$ cat src/rtl/msg_stream_tx.sv
`timescale 1ns/1ps
// msg_stream_tx
// Streams a compile-time message, one character per handshake, into the UART
// transmitter over valid/ready. Single-shot on a start pulse, or auto-repeat
// with a GAP_CYCLES idle gap between messages.
// Build option: define MSG_STREAM_CRLF_EN to append CR (0x0D), LF (0x0A).
module msg_stream_tx #(
  parameter int                        MSG_LEN    = 12,
  parameter int                        CHAR_W     = 8,
  parameter logic [MSG_LEN*CHAR_W-1:0] MSG        = "hello world!",
  parameter int                        GAP_CYCLES = 15000,
  parameter int                        IDX_W      = $clog2(MSG_LEN + 2)
) (
  input  logic              clk,
  input  logic              rst,
  input  logic              enable,
  input  logic              repeat_mode,
  input  logic              start,
  input  logic              tx_ready,
  output logic              tx_valid,
  output logic [CHAR_W-1:0] tx_data,
  output logic              busy,
  output logic              done,
  output logic [IDX_W-1:0]  char_idx
);

`ifdef MSG_STREAM_CRLF_EN
  localparam int TOTAL = MSG_LEN + 2;
`else
  localparam int TOTAL = MSG_LEN;
`endif
  localparam int CNT_W = (GAP_CYCLES > 1) ? $clog2(GAP_CYCLES) : 1;

  typedef enum logic [1:0] {IDLE, SEND, GAP} state_e;

  state_e             state_q, state_d;
  logic               valid_q, valid_d;
  logic [CHAR_W-1:0]  data_q,  data_d;
  logic [IDX_W-1:0]   idx_q,   idx_d;
  logic               busy_q,  busy_d;
  logic               done_q,  done_d;
  logic [CNT_W-1:0]   cnt_q,   cnt_d;
  logic               stop_q,  stop_d;
  logic               accept, last, stopping;

  // Character at position idx of the full stream (message plus optional CR/LF).
  function automatic logic [CHAR_W-1:0] char_at(input logic [IDX_W-1:0] idx);
    logic [CHAR_W-1:0] c;
    c = '0;
    for (int i = 0; i < MSG_LEN; i++) begin
      if (idx == IDX_W'(i)) c = MSG[(MSG_LEN-1-i)*CHAR_W +: CHAR_W];
    end
`ifdef MSG_STREAM_CRLF_EN
    if (idx == IDX_W'(MSG_LEN))     c = CHAR_W'(8'h0D);
    if (idx == IDX_W'(MSG_LEN + 1)) c = CHAR_W'(8'h0A);
`endif
    return c;
  endfunction

  // Next-state and next-output logic; outputs are registered from *_d.
  always_comb begin
    // NOTE: every variable gets a default first so no path leaves it unassigned (no latches).
    state_d  = state_q;
    valid_d  = valid_q;
    data_d   = data_q;
    idx_d    = idx_q;
    done_d   = 1'b0;
    cnt_d    = cnt_q;
    stop_d   = stop_q;
    accept   = valid_q & tx_ready;
    last     = (idx_q == IDX_W'(TOTAL - 1));
    stopping = stop_q | ~enable;

    unique case (state_q)
      IDLE: begin
        if (enable && (repeat_mode || start)) begin
          state_d = SEND;
          valid_d = 1'b1;
          idx_d   = '0;
          data_d  = char_at('0);
          stop_d  = 1'b0;
        end
      end
      SEND: begin
        // Once enable drops, the current character still completes, then stop.
        if (!enable) stop_d = 1'b1;
        if (accept) begin
          if (last || stopping) begin
            valid_d = 1'b0;
            idx_d   = '0;
            stop_d  = 1'b0;
            done_d  = last;
            if (last && repeat_mode && !stopping) begin
              state_d = GAP;
              cnt_d   = '0;
            end else begin
              state_d = IDLE;
            end
          end else begin
            idx_d  = idx_q + IDX_W'(1);
            data_d = char_at(idx_q + IDX_W'(1));
          end
        end
      end
      GAP: begin
        if (!enable) begin
          state_d = IDLE;
        end else if (cnt_q == CNT_W'(GAP_CYCLES - 1)) begin
          state_d = SEND;
          valid_d = 1'b1;
          idx_d   = '0;
          data_d  = char_at('0);
        end else begin
          cnt_d = cnt_q + CNT_W'(1);
        end
      end
      default: state_d = IDLE;
    endcase

    busy_d = (state_d != IDLE);
  end

  // State and output registers; reset aborts immediately.
  always_ff @(posedge clk or negedge rst) begin
    if (!rst) begin
      state_q <= IDLE;
      valid_q <= 1'b0;
      data_q  <= '0;
      idx_q   <= '0;
      busy_q  <= 1'b0;
      done_q  <= 1'b0;
      cnt_q   <= '0;
      stop_q  <= 1'b0;
    end else begin
      // NOTE: non-blocking so every register samples pre-edge values.
      state_q <= state_d;
      valid_q <= valid_d;
      data_q  <= data_d;
      idx_q   <= idx_d;
      busy_q  <= busy_d;
      done_q  <= done_d;
      cnt_q   <= cnt_d;
      stop_q  <= stop_d;
    end
  end

  assign tx_valid = valid_q;
  assign tx_data  = data_q;
  assign busy     = busy_q;
  assign done     = done_q;
  assign char_idx = idx_q;

endmodule
$ cat config.mk
export PLATFORM = sky130hd
export DESIGN_NAME = msg_stream_tx
export DESIGN_NICKNAME = d
export VERILOG_FILES = /design/src/rtl/msg_stream_tx.sv
export SDC_FILE = /design/constraint.sdc
export NUM_CORES = 1
export LEC_CHECK = 0
export ABC_AREA = 1
export CAP_MARGIN = 20
export CORE_MARGIN = 8
export CORE_UTILIZATION = 57
export CTS_CLUSTER_SIZE = 28
export DETAILED_ROUTE_END_ITERATION = 12
export PLACE_DENSITY_LB_ADDON = 0.15
export SLEW_MARGIN = 20
export SYNTH_ARGS = -nofsm -noshare
export SYNTH_HDL_FRONTEND = slang
export SYNTH_SLANG_ARGS = --single-unit
$ cat constraint.sdc
create_clock -name clk -period 2.4 [get_ports clk]
set_clock_uncertainty 0.2 [all_clocks]
set_input_delay 0.24 -clock clk [delete_from_list [all_inputs] [get_ports clk]]
set_output_delay 0.24 -clock clk [all_outputs]
set_load 0.05 [all_outputs]
# Yosys cells after proc, flatten, opt, wreduce, memory -nomap -nowiden
# Index checks and enable logic that the tools add are counted.
dict set report op_classes {
  n_addsub 2
  eq_ne 23
  muxes 51
  bitwise 3
  reduce_logical 17
}
# op n
set op_table {}
lappend op_table {{2-to-1 mux 8 bit} 16}
lappend op_table {{2-to-1 mux 14 bit} 5}
lappend op_table {{case mux 14 bit (2 select lines)} 1}
lappend op_table {{case mux 8 bit (3 select lines)} 1}
lappend op_table {{== test 4 bit, second input constant} 5}
lappend op_table {{2-to-1 mux 4 bit} 5}
lappend op_table {{AND reduction 6 bit} 3}
lappend op_table {{== test 4 x 3 -> 1 bit, second input constant} 4}
lappend op_table {{inequality test 2 bit, second input constant} 8}
lappend op_table {{adder 14 x 1 -> 14 bit, second input constant} 1}
lappend op_table {{== test 14 bit, second input constant} 1}
lappend op_table {{2-to-1 mux 1 bit} 12}
lappend op_table {{2-to-1 mux 2 bit} 6}
lappend op_table {{case mux 4 bit (3 select lines)} 1}
lappend op_table {{== test 4 x 2 -> 1 bit, second input constant} 2}
lappend op_table {{2-to-1 mux 7 bit} 1}
lappend op_table {{case mux 2 bit (3 select lines)} 1}
lappend op_table {{nonzero test 2 bit} 3}
lappend op_table {{AND reduction 5 bit} 1}
lappend op_table {{adder 4 x 1 -> 4 bit, second input constant} 1}
lappend op_table {{== test 4 x 1 -> 1 bit, second input constant} 1}
lappend op_table {{logical NOT 4 bit} 1}
lappend op_table {{logical AND 1 bit} 3}
lappend op_table {{case mux 1 bit (3 select lines)} 1}
lappend op_table {{11 further kinds} 12}
dict set report totals {
  regBits 32
  in_bits 6
  output_inout_bits 15
  wordCells 104
}

# Longest topological paths before layout
dict set report logic_depth {
  depth_word 17
  ltp_mapped 12
}

# Worst setup path before layout
# OpenSTA, ideal clock, no wires.
dict set report synth_path {
  path_type {flip-flop to flip-flop}
  start {register idx_q[0], in the netlist char_idx[0]}
  end {register data_q[5], in the netlist tx_data[5]}
  setup_time_ns 0.115
  t_arrival_ns 1.896
  setup_slack_ns 0.188
  stages_incl_launch_ff 9
  period_less_slack_ns 2.212
  path_cell_list {dfrtp_1 > ha_1 > xor2_2 > nor2_4 > nand2_1 > nand2_1 > or2_0 > nor2_1 > nor2_1}
}
dict set report synth_between {
  elab_chain_len 17
  elab_cells_between_ends 32
}
# item line_no
set synth_lines {}
lappend synth_lines {{from (decl)} 39} ;# logic [IDX_W-1:0] idx_q, idx_d;
lappend synth_lines {{from (signal assigned)} 139} ;# idx_q <= idx_d;
lappend synth_lines {{adder 4 x 1 -> 4 bit} 101} ;# data_d = char_at(idx_q + IDX_W'(1));
lappend synth_lines {{logical NOT 4 bit} 51} ;# if (idx == IDX_W'(i)) c = MSG[(MSG_LEN-1-i)*CHAR_W +: CHAR_W];
lappend synth_lines {{2-to-1 mux 7 bit} 51}
lappend synth_lines {{2-to-1 mux 8 bit (11 in a row)} 51}
lappend synth_lines {{2-to-1 mux 8 bit} 88} ;# if (last || stopping) begin
lappend synth_lines {{2-to-1 mux 8 bit} 87} ;# if (accept) begin
lappend synth_lines {{case mux 8 bit (3 select lines)} 74} ;# unique case (state_q)
lappend synth_lines {{to (signal assigned)} 138} ;# data_q <= data_d;
lappend synth_lines {{to (decl)} 38} ;# logic [CHAR_W-1:0] data_q, data_d;
# Parallel ways exist; a longest one is shown, timed or not. The select of a mux whose other input is x is not followed.
# A chain may end at the register's enable or synchronous reset.

# Worst setup path in the final report
dict set report layout_path {
  start {register idx_q[2], in the netlist char_idx[2]}
  end {output char_idx[2]}
}
# item line_no
set layout_rtl {}
lappend layout_rtl {{to (decl)} 24} ;# output logic [IDX_W-1:0] char_idx
# No word-level cell between the ends.

==> out/metrics.yaml <==
status: "finished clean"
drt-initial-drc-count: 99
timing.reg2reg.setup_slack_ns: 0.30
cts_resized: 0
postCtsSetupBuffers: 0
diodes: 0
synth_most_common_cell: "nand2_1"
yosysWarningCount: 0
worst_ep_required_time_ns: 1.96
yosysTopAreaCell: "dfrtp_1"
grt_pass1_wl_mm: 8.107
slowest_delay_ns: 0.87
arrival_ns: 1.68
antenna_found_initial: 0
r2r_start: "char_idx[0]"
critPathBufInv: 1
yosys-top-cells-area: "dfrtp_1 (37%), nand2_1 (12%), inv_1 (6.6%), nand3_1 (6.1%), nand4_1 (5.3%)"
path_cells: "clkdlybuf4s50_1"
grt_pass1_vias: 1855
start_util: 0.5871
clk_path_buf_depth: 2
nNetsFinal: 313
vias: 1858
die_x_um: 76.95
rows: 22
n_fill_cell: 317
synth.top_cell.area_share: 0.3664
via_per_inst: 5.309
dieArea_mm2: 0.005921
fin_util: 0.6704
synth_nets: 290
r2r_end: "cnt_q[3]"
cp_slowest_cell: "clkdlybuf4s50_1"
cts_sinks: 31
drive_above_1_share: 0.1325
synthCells: 278
area_growth_syn_to_layout_pct: 14.18
cts-root-buf: "clkbuf_8"
h-tree-depth: 2
rsz0062_at_grt: "no"
fmax_mhz: 470.6
firstDrtPassIters: 4
hold_viol: 0
power.leakage_nw: 1.234
cts_made_buffers: 5
cp_num_cells: 1
grt-ovfl-total: 0
detailed_place_hpwl_mm: 3.393
p_per_area_mw_per_mm2: 781.3
synth-edff-count: 0
ios: 21
synth_seq_cells: 31
crit_type: "reg -> out"
track_usage: 0.1667
critPathTopFamily: "buffers and inverters"
worstSkewPairLatency_ns: 0.29
reg2reg_depth: 8
cts.clk_slew.worst_paths_ns: 0.07
cts_tree: "built"
cts_hold_buf: 0
synth_area_mm2: 0.002117
fin_crit_sh: 0.8854
drtAntennaViolNets: 0
drv_slew: 0
drc: 0
fin_crit_ns: 2.125
critPathCaptureType: "output pin"
ys_types: 36
synthFlopType: "dfrtp_1"
crit_start: "char_idx[2]"
max-slew-margin-rel: 0.6185
syn_avg_cell_area_um2: 7.615
gp_congestion: 0.9247
portBuffers: 19
grt_max_degree: 32
wl_mm: 4.545
synth_common_cells: "nand2_1 (70), inv_1 (37), dfrtp_1 (31), nand3_1 (26), nor2_1 (21)"
setup_viol: 0
ys_seq_area_frac: 0.3664
startpoint_type: "register"
setup-tns-final_ns: 0
worstPathMaxFanout: 7
worst_hold_slack_ns: 0.1445
drv_cap: 0
endpoint: "char_idx[2]"
wl_per_cell_um: 12.99
hold_class: "in -> async"
postSynth.asyncResetShare: 1.000
tightest_slew_ns: 0.5679
die_h_um: 76.95
core-area_mm2: 0.003606
vdd_drop_max_mv: 0.4710
cells in the final DEF, fill, tap and decap left out:
cell,instances
dfrtp_1,31
nor2_2,1
nand3_2,1
nor2_8,1
o21ai_0,6
o31ai_1,1
a21oi_1,6
clkbuf_1,2
nor3_2,1
o21ai_1,3
clkinv_2,1
clkdlybuf4s50_1,19
xnor2_2,1
nand2_2,3
ha_1,6
inv_1,37
xor2_1,4
inv_4,1
nand3_1,26
o21ai_2,12
or2_1,1
nor2_4,1
nand2_1,70
inv_2,4
clkbuf_8,5
xor2_2,1
nor4_4,1
o21a_1,1
nand3b_4,1
buf_4,2
o211ai_1,1
nor2_1,21
nor3_1,6
nand3b_1,1
conb_1,1
nand4_1,18
or2_0,1
nand2_4,3
how the worst min path moves through the flow:
stage	from	end	slack, ns
floorplan	rst	busy	-0.26
global placement	tx_data[0]	tx_data[0]	0.27
detailed placement	tx_data[2]	tx_data[2]	0.26
CTS	rst	char_idx[2]	0.15
global route	rst	char_idx[2]	0.17
finish	rst	stop_q	0.14
sequential cells by signal, indices dropped and copies added (netlist names):
| name | flops |
|---|---|
| cnt_q | 14 |
| tx_data | 7 |
| char_idx | 4 |
| state_q | 2 |
| busy | 1 |
| done | 1 |
| stop_q | 1 |
| tx_valid | 1 |
per-stage QoR:
stage	cells	area [um2]	worst slack, ns	total power, mW
final	350	2417	0.2750	1.889
after global routing	350	2417	0.1345	2.024
after CTS	350	2417	0.2641	1.908
after detailed placement	342	2336	0.3049	1.505
after global placement	342	2336	0.3205	1.498
after floorplan	278	2117	0.1880	1.272
power by group:
part	leakage (nW)	switching [mW]	internal, mW
sequential	0.344	0.0577	0.599
clock	0.0422	0.192	0.203
combinational	0.848	0.559	0.278
total	1.23	0.809	1.08
kinds of logic (layout without fill, tap and decap cells):
kind of cell / after synthesis / count (layout) / share of synthesized area
other: 1 / 1 / 0.001771
adders and majority gates: 6 / 6 / 0.03546
DFF: 31 / 31 / 0.3664
xor gates and xnor gates: 6 / 6 / 0.03192
buffers and inverters: 47 / 71 / 0.09751
and+or+nand+nor: 157 / 157 / 0.3712
AOI/OAI and AO/OA: 30 / 30 / 0.09575
worst register-to-register path: stages, from the launching register on:
cell	delay, ns
dfrtp_1	0.51
ha_1	0.33
nand2_1	0.14
nor2_1	0.10
nand4_1	0.14
nand2_4	0.30
nand2_1	0.13
nor2_1	0.10
nor2_1	0.05
final cells by class:
type,instances,area [um2],share of cell area
multi-input combinational,200,1135,0.4695
clock buffer,7,76.32,0.03157
timing repair buffer,21,205.2,0.08489
tap,48,60.06,0.02484
inverter,42,160.2,0.06625
sequential,31,775.7,0.3209
clock inverter,1,5.005,0.002070
layer usage:
metal	global-route usage	share of wire
met1	0.1850	0.43
met2	0.2906	0.51
met5	0	0
met4	0.08269	0.023
met3	0.03846	0.037
Power figures use the tool's default switching activity.
